**src/rtl/rr_merge_pkg.sv**
```systemverilog
// Shared channel-protocol definitions for the merge/arbiter slice.
// Holds bp polarity, the transfer rule and index-width helpers.
package rr_merge_pkg;

  localparam logic BP_STALL = 1'b1;
  localparam logic BP_GO    = 1'b0;

  function automatic logic xfer(
    input logic valid,
    input logic bp
  );
    return valid && (bp == BP_GO);
  endfunction

  function automatic int clog2(input int n);
    for (int r = 0; r < 31; r++) begin
      if ((1 << r) >= n) return r;
    end
    return 31;
  endfunction

  function automatic int sel_width(input int n);
    return (n > 1) ? clog2(n) : 1;
  endfunction

endpackage

```
**src/rtl/rr_arbiter.sv**
```systemverilog
// Combinational round-robin arbiter: first req at or after ptr, wrapping.
// Ports: req, ptr in; gnt_valid, gnt_idx out.
module rr_arbiter
  import rr_merge_pkg::*;
#(
  parameter int NumInputs = 4
) (
  input  logic [NumInputs-1:0]            req,
  input  logic [sel_width(NumInputs)-1:0] ptr,
  output logic                            gnt_valid,
  output logic [sel_width(NumInputs)-1:0] gnt_idx
);

  localparam int SW = sel_width(NumInputs);

  logic [SW-1:0] idx;

  // Scan from the farthest offset down so the
  // closest requester to ptr wins last.
  always_comb begin
    gnt_valid = 1'b0;
    gnt_idx   = '0;
    idx       = '0;
    for (int k = NumInputs - 1; k >= 0; k--) begin
      idx = SW'((int'(ptr) + k) % NumInputs);
      if (req[idx]) begin
        gnt_valid = 1'b1;
        gnt_idx   = idx;
      end
    end
  end

endmodule

```
**src/rtl/rr_merge.sv**
```systemverilog
// N-to-1 round-robin merge into one registered valid/bp output.
// Ports: clk, resetn, din/din_valid/din_bp in; dout/dout_src/dout_valid/dout_bp out.
module rr_merge
  import rr_merge_pkg::*;
#(
  parameter int Width     = 8,
  parameter int NumInputs = 4
) (
  input  logic                            clk,
  input  logic                            resetn,
  input  logic [NumInputs*Width-1:0]      din,
  input  logic [NumInputs-1:0]            din_valid,
  output logic [NumInputs-1:0]            din_bp,
  output logic [Width-1:0]                dout,
  output logic [sel_width(NumInputs)-1:0] dout_src,
  output logic                            dout_valid,
  input  logic                            dout_bp
);

  localparam int SelWidth = sel_width(NumInputs);
  localparam logic [SelWidth-1:0] LastIdx =
    SelWidth'(NumInputs - 1);

  logic [SelWidth-1:0] ptr;
  logic [SelWidth-1:0] ptr_next;
  logic [SelWidth-1:0] gnt_idx;
  logic                gnt_valid;
  logic                can_load;
  logic                accept;
  logic [Width-1:0]    sel_data;

  rr_arbiter #(
    .NumInputs(NumInputs)
  ) u_arb (
    .req      (din_valid),
    .ptr      (ptr),
    .gnt_valid(gnt_valid),
    .gnt_idx  (gnt_idx)
  );

  // Empty, or draining this cycle: a load can
  // overlap the drain with no bubble.
  assign can_load = !dout_valid || (dout_bp == BP_GO);
  assign accept   = gnt_valid && can_load && resetn;

  // Explicit wrap keeps non-power-of-2 counts correct.
  assign ptr_next = (gnt_idx == LastIdx) ?
                    '0 : gnt_idx + 1'b1;

  always_comb begin
    din_bp   = {NumInputs{BP_STALL}};
    sel_data = '0;
    for (int i = 0; i < NumInputs; i++) begin
      if (gnt_idx == SelWidth'(i)) begin
        sel_data = din[i*Width +: Width];
        if (accept) din_bp[i] = BP_GO;
      end
    end
  end

  always_ff @(posedge clk) begin
    if (!resetn) begin
      dout       <= '0;
      dout_src   <= '0;
      dout_valid <= 1'b0;
      ptr        <= '0;
    end else if (accept) begin
      dout       <= sel_data;
      dout_src   <= gnt_idx;
      dout_valid <= 1'b1;
      ptr        <= ptr_next;
    end else if (xfer(dout_valid, dout_bp)) begin
      dout_valid <= 1'b0;
    end
  end

endmodule

```
**config.mk**
```make
export PLATFORM = sky130hd
export DESIGN_NAME = rr_merge
export DESIGN_NICKNAME = d
export VERILOG_FILES = /design/src/rtl/rr_merge_pkg.sv /design/src/rtl/rr_arbiter.sv /design/src/rtl/rr_merge.sv
export SDC_FILE = /design/constraint.sdc
export NUM_CORES = 1
export LEC_CHECK = 0
export BUFFER_PORTS_ARGS = -buffer_cell sky130_fd_sc_hd__buf_2
export CORE_ASPECT_RATIO = 0.5
export CORE_MARGIN = 4
export CORE_UTILIZATION = 30
export CTS_BUF_LIST = sky130_fd_sc_hd__clkbuf_8
export DETAILED_ROUTE_END_ITERATION = 16
export HOLD_SLACK_MARGIN = 0.06
export PLACE_DENSITY_LB_ADDON = 0.08
export SYNTH_ARGS = -nofsm -noshare
export SYNTH_HDL_FRONTEND = slang
export SYNTH_SLANG_ARGS = --single-unit
```
**constraint.sdc**
```tcl
create_clock -name clk -period 2.25 [get_ports clk]
set_input_delay 0.45 -clock clk [delete_from_list [all_inputs] [get_ports clk]]
set_output_delay 0.45 -clock clk [all_outputs]
set_load 0.02 [all_outputs]
```
==> metrics, run 1 <==
status completed; top_reg_cell synth dfxtp_1; H-tree depth 1; CTS Root Cell clkbuf_8; drt pass-1 iters 4; Post-synth EDFFs 0; DRT iter0 DRCs 21; Core Region 2635 µm²; synthesized instance count 106; Bufs on Longest Clock Path 2; CP max-delay cell o32ai_2; hold depth 2; multiplexer share of the synthesized area 0.02388; placed cells 205; Synth top cells by count 17 x nand2_1, 13 x dfxtp_1, 12 x a21oi_1, 10 x inv_1; maximum vdd drop 305.1 µV; Routed Antenna Nets 0; setup slack, reg-to-reg 0.24 ns; IO buf count 53; asr flop ratio synth 0; Period minus WS final 2.189 ns; die height 45.38 µm; Max Cap Viol 0; total grt overflow 0; worst-path fanout max 4; CP required 1.80 ns; Slew HR 0.6768; critical-path cell list buf_2, nor2b_4, a21boi_2, o32ai_2, buf_4, inv_4, buf_6, ha_4, nand2_2, buf_6; Hold Startpoint dout_src[1]; Slew Viols, Final 0; most frequent cell after synthesis nand2_1; first-pass GRT wire length 3767 µm; die area 3755 µm²; Worst Reg2Reg Path Length in Cells 9; Placer Congestion 0.7269; initial antenna violation count 0; pin count of the biggest net entering global routing 15; Tot GR Track Use 0.1338; Core Util, Final 0.5323; Fmax 456.8 MHz; setup violators final 0; #FFs+latches synth 13; cts bufs inserted 3; Critical Path Most Common Cell buf_6; Ys Warns 0; pwr dens 749.7 nW/µm²; # diodes 0; vias per cell 4.696; Crit Path Class in -> out; Synth-to-Final Area Change 67.31%; Post-Route Setup TNS 0 ns; post-synth top area share 0.3104; cell taking the most area after synthesis dfxtp_1; row count 13; final worst-path cycle share 0.9730; clk sink count 13; Worst Hold End dout_src[1]; worst r2r src ptr[0]; Seq/Total Area, Yosys 0.3104; share of layout cells above drive strength 1 0.5254; startpoint types primary input; syn_area_per_cell 7.909 µm²; Critical Path Max Stage Delay 0.24 ns; Post-Synth XOR/XNOR Area 0; WL/cell 11.80 µm; Crit. End Element output port; vias in the first global route 906; worst-margin pin slew 0.4848 ns; hpwl dp 1944 µm; Post-Syn Area 838.3 µm²; main combinational cell family by area after synthesis compound AO/OA/AOI/OAI gates; clock latency at the later pin of the worst-skew pair 0.24 ns; die width 82.76 µm; arrival time worst endpoint 1.74 ns; CTS clk-pin slew, worst paths 0.05 ns; DRC 0; Final Hold Vio Count 0; Syn Nets 149; Ports 54; final clock skew 0.004463 ns; hold crit path type reg -> reg; Lkg Pwr 0.0007031 µW; Synth area leaders dfxtp_1 31%, nand2_1 7.6%, a211o_1 7.3%; post-synthesis compound-gate area fraction 0.3358; initial cell density of the core 0.3181; CTS tree built; reg-to-reg endpoint dout[1]; post-route insts no fill 214; adder-cell share of the synthesized area 0.05970; WL final 2525 µm; post-synthesis simple-gate area fraction 0.1612; Unique masters post-synth 27; Layout fillers 284; Nets 221; via count 1005
## layout by cell type, fill, tap and decap left out
master	Yosys	routed
buf_2	1	50
buf_4	1	21
nand2_1	17	16
dfxtp_1	13	13
a21oi_1	12	12
inv_1	10	9
a221oi_1	7	7
a211o_1	7	7
a31oi_1	7	7
buf_6	2	5
clkbuf_8	0	3
and2b_1	2	2
mux2i_1	2	2
o21ai_0	2	2
ha_4	0	2
ha_2	0	2
nor2b_4	0	1
a21boi_2	0	1
nor2b_2	0	1
nor2b_1	3	1
nor2_1	1	1
o32ai_2	0	1
inv_4	0	1
nor3b_2	0	1
nor3_1	1	1
o22a_2	0	1
inv_2	0	1
nor4_2	1	1
and3b_1	1	1
nand2_2	0	1
a22oi_1	1	1
a21boi_0	2	1
o21ai_1	1	1
## where the power goes
| part | total [µW] | switching (µW) | internal (µW) |
|---|---|---|---|
| clock | 207 | 86.2 | 121 |
| combinational | 546 | 265 | 280 |
| sequential | 299 | 25.6 | 274 |
## worst max-delay path: cells and delay by family
kind | cells | cell delay [ns]
buffers and inverters | 5 | 0.58
AND/OR/NAND/NOR | 2 | 0.18
AO/OA/AOI/OAI | 2 | 0.38
adder cells (fa/ha/maj) | 1 | 0.16
## metrics by stage
step	total power [µW]	area [µm²]	hold slack, ns	worst slack [ns]
CTS	1023	1335	0.4618	-0.01664
global placement	773.9	1241	0.4403	-0.1290
finish	1052	1403	0.4571	0.06073
detailed placement	773.4	1241	0.4512	-0.1751
floorplan	591.4	849.6	0.4699	0.01007
global route	1133	1403	0.4748	-0.003888
## worst max path at each step
stage | from | to
floorplan | din_valid[2] | din_bp[2]
global placement | din_valid[0] | dout[0]
detailed placement | din_valid[2] | din_bp[2]
CTS | din_valid[0] | din_bp[0]
global route | din_valid[2] | din_bp[1]
finish | din_valid[2] | din_bp[3]
## layer usage
layer  part of all wire  vias to the layer above  wire (µm)  global-route usage
li1                   -                      525          -                   -
met4                  0                        0          0             0.02932
met5                  0                        -          0                   0
met3              0.060                        0        152             0.03557
met1               0.47                      448       1196              0.1794
met2               0.47                       32       1175              0.2182
## sequential cells by signal, summed over array words and instances, names as in the netlist
signal and flops:
dout 8, dout_src 2, dout_valid 1, ptr 2
## cell families (layout without fill, tap and decap cells)
group,Yosys count,after routing
compound gates,41,41
simple gates,27,27
flops,13,13
mux,2,2
buf+inv,19,90
fa+ha+maj,4,4
## layout make-up
| class | instances | area, µm² | area share |
|---|---|---|---|
| tap | 37 | 46.29 | 0.03301 |
| multi-input combinational | 74 | 546.8 | 0.3898 |
| clock buffer | 3 | 41.29 | 0.02944 |
| inverter | 10 | 40.04 | 0.02855 |
| sequential | 13 | 260.3 | 0.1855 |
| timing repair buffer | 76 | 464.2 | 0.3310 |
| clock inverter | 1 | 3.754 | 0.002676 |
## repair_timing
action / CTS / global route
endpoints found under the setup margin: 4 / 11
gates resized for setup: 8 / 16
setup buffers: 2 / 3
pin swaps: 2 / 3
hold buffers: 0 / 0
cloned: 0 / 0
hold endpoints to repair: 0 / 0
Power figures use the tool's default switching activity.
==> inputs of run 2 (changes only) <==
==> constraint.sdc (replaced) <==
create_clock -name clk -period 1.8 [get_ports clk]
set_input_delay 0.36 -clock clk [delete_from_list [all_inputs] [get_ports clk]]
set_output_delay 0.36 -clock clk [all_outputs]
set_load 0.02 [all_outputs]
==> metrics, run 2 (same netlist as run 1, synthesis figures left out) <==
setup slack, reg-to-reg -0.08 ns; clock latency at the later pin of the worst-skew pair 0.24 ns; failing checks setup timing; Ports 54; post-route insts no fill 218; vias in the first global route 938; arrival time worst endpoint 1.58 ns; setup violators final 12; Worst Hold End dout[6]; Routed Antenna Nets 0; pwr dens 912.4 nW/µm²; DRC 0; hold crit path type in -> reg; cts bufs inserted 3; CTS tree built; worst-margin pin slew 0.2747 ns; post-route setup slack -0.1445 ns; first-pass GRT wire length 4015 µm; Crit. End Element output port; via count 1040; Slew HR 0.8169; Fmax 514.3 MHz; final clock skew 0.004776 ns; initial antenna violation count 0; WL final 2648 µm; startpoint types primary input; Crit Path Class in -> out; Largest Register dout; vias per cell 4.771; initial cell density of the core 0.3181; H-tree depth 1; die width 82.76 µm; Hold Startpoint din[30]; CTS Root Cell clkbuf_8; Bufs on Longest Clock Path 2; Placer Congestion 0.7202; Slew Viols, Final 0; CTS clk-pin slew, worst paths 0.05 ns; hold depth 3; Nets 225; hpwl dp 1869 µm; Tot GR Track Use 0.1421; most common cell after layout, fill and taps aside buf_2; Lkg Pwr 0.0007806 µW; share of layout cells above drive strength 1 0.6298; drt pass-1 iters 4; WL/cell 12.15 µm; die area 3755 µm²; row count 13; worst-path fanout max 3; Final Hold Vio Count 0; multi-input logic area 645.6 µm²; CP required 1.44 ns; IO buf count 53; most frequent cells in the layout 48 x buf_2, 20 x buf_4, 13 x nand2_1; total grt overflow 0; pin count of the biggest net entering global routing 14; # diodes 0; final worst-path cycle share 1.080; Max Cap Viol 0; worst r2r src ptr[0]; Worst Reg2Reg Path Length in Cells 9; Register Area 265.3 µm²; worst hold slack 0.3838 ns; placed cells 204; Core Region 2635 µm²; RSZ-0062 raised after global routing true; die height 45.38 µm; reg-to-reg endpoint dout[5]; status complete, but fails checks; Layout fillers 243; Synth-to-Final Area Change 87.16%; maximum vdd drop 462.8 µV; largest registers dout x8, dout_src x2, ptr x2; clk sink count 13; DRT iter0 DRCs 15; max reg flops 8; Period minus WS final 1.944 ns
run 2: cell count changes in the layout (fill, tap and decap cells not counted), moves of 3 or more:
cell      change
a221oi_2      +7
a221oi_1      -7
buf_6         +6
nand2_1       -3
run 2: worst max path at each step:
stage	cells past startpoint	slack, ns	to	from
floorplan	11	-0.18	dout[4]	din_valid[2]
global placement	9	-0.43	din_bp[2]	din_valid[2]
detailed placement	9	-0.46	din_bp[2]	din_valid[2]
CTS	9	-0.16	din_bp[2]	din_valid[2]
global route	8	-0.20	din_bp[2]	ptr[0]
finish	9	-0.14	din_bp[1]	din_valid[2]
run 2: cell type report:
type                            instances  share of cell area
Clock buffer                            3             0.02632
Timing Repair Buffer                   80              0.3373
Sequential cell                        13              0.1691
Inverter                               10             0.02392
Multi-Input combinational cell         74              0.4115
Clock inverter                          1            0.002392
Tap cell                               37             0.02951
run 2: routing by layer:
| layer | track usage | vias to the layer above | share of wire |
|---|---|---|---|
| li1 | - | 540 | - |
| met1 | 0.1752 | 476 | 0.45 |
| met2 | 0.2516 | 22 | 0.49 |
| met3 | 0.04545 | 2 | 0.049 |
| met4 | 0.01954 | 0 | 0.0072 |
| met5 | 0 | - | 0 |
run 2: metrics by stage:
step	utilization	area, µm²	power (µW)	setup WS, ns	TNS [ns]
after CTS	0.5883	1550	1426	-0.1583	-0.9174
final	0.5954	1569	1432	-0.1445	-0.9508
after floorplan	-	895.9	778.5	-0.1782	-1.563
after global placement	0.4744	1250	962.6	-0.4314	-4.659
after detailed placement	0.4744	1250	961.9	-0.4644	-5.057
after global routing	0.5954	1569	1520	-0.2027	-1.848
run 2: repair_timing:
action                     4_1_cts  5_1_grt
hold buffers                     0        0
pin swaps                       18        6
cloned                           0        0
gates resized for setup         46        4
setup endpoints to repair       12       12
buffers inserted                 9        1
run 2: critical path: stages:
cell and delay [ns]:
buf_6 0.10, nor2b_4 0.11, a21boi_2 0.15, o32ai_2 0.26, buf_4 0.20, ha_4 0.13, buf_6 0.10, nand2_2 0.04
buf_6 0.13
run 2: report_power, final:
| group | leakage [µW] | switching, µW | internal, µW |
|---|---|---|---|
| Sequential | 0.000110 | 30.6 | 344 |
| Clock | 0.0000269 | 104 | 150 |
| Combinational | 0.000644 | 386 | 417 |
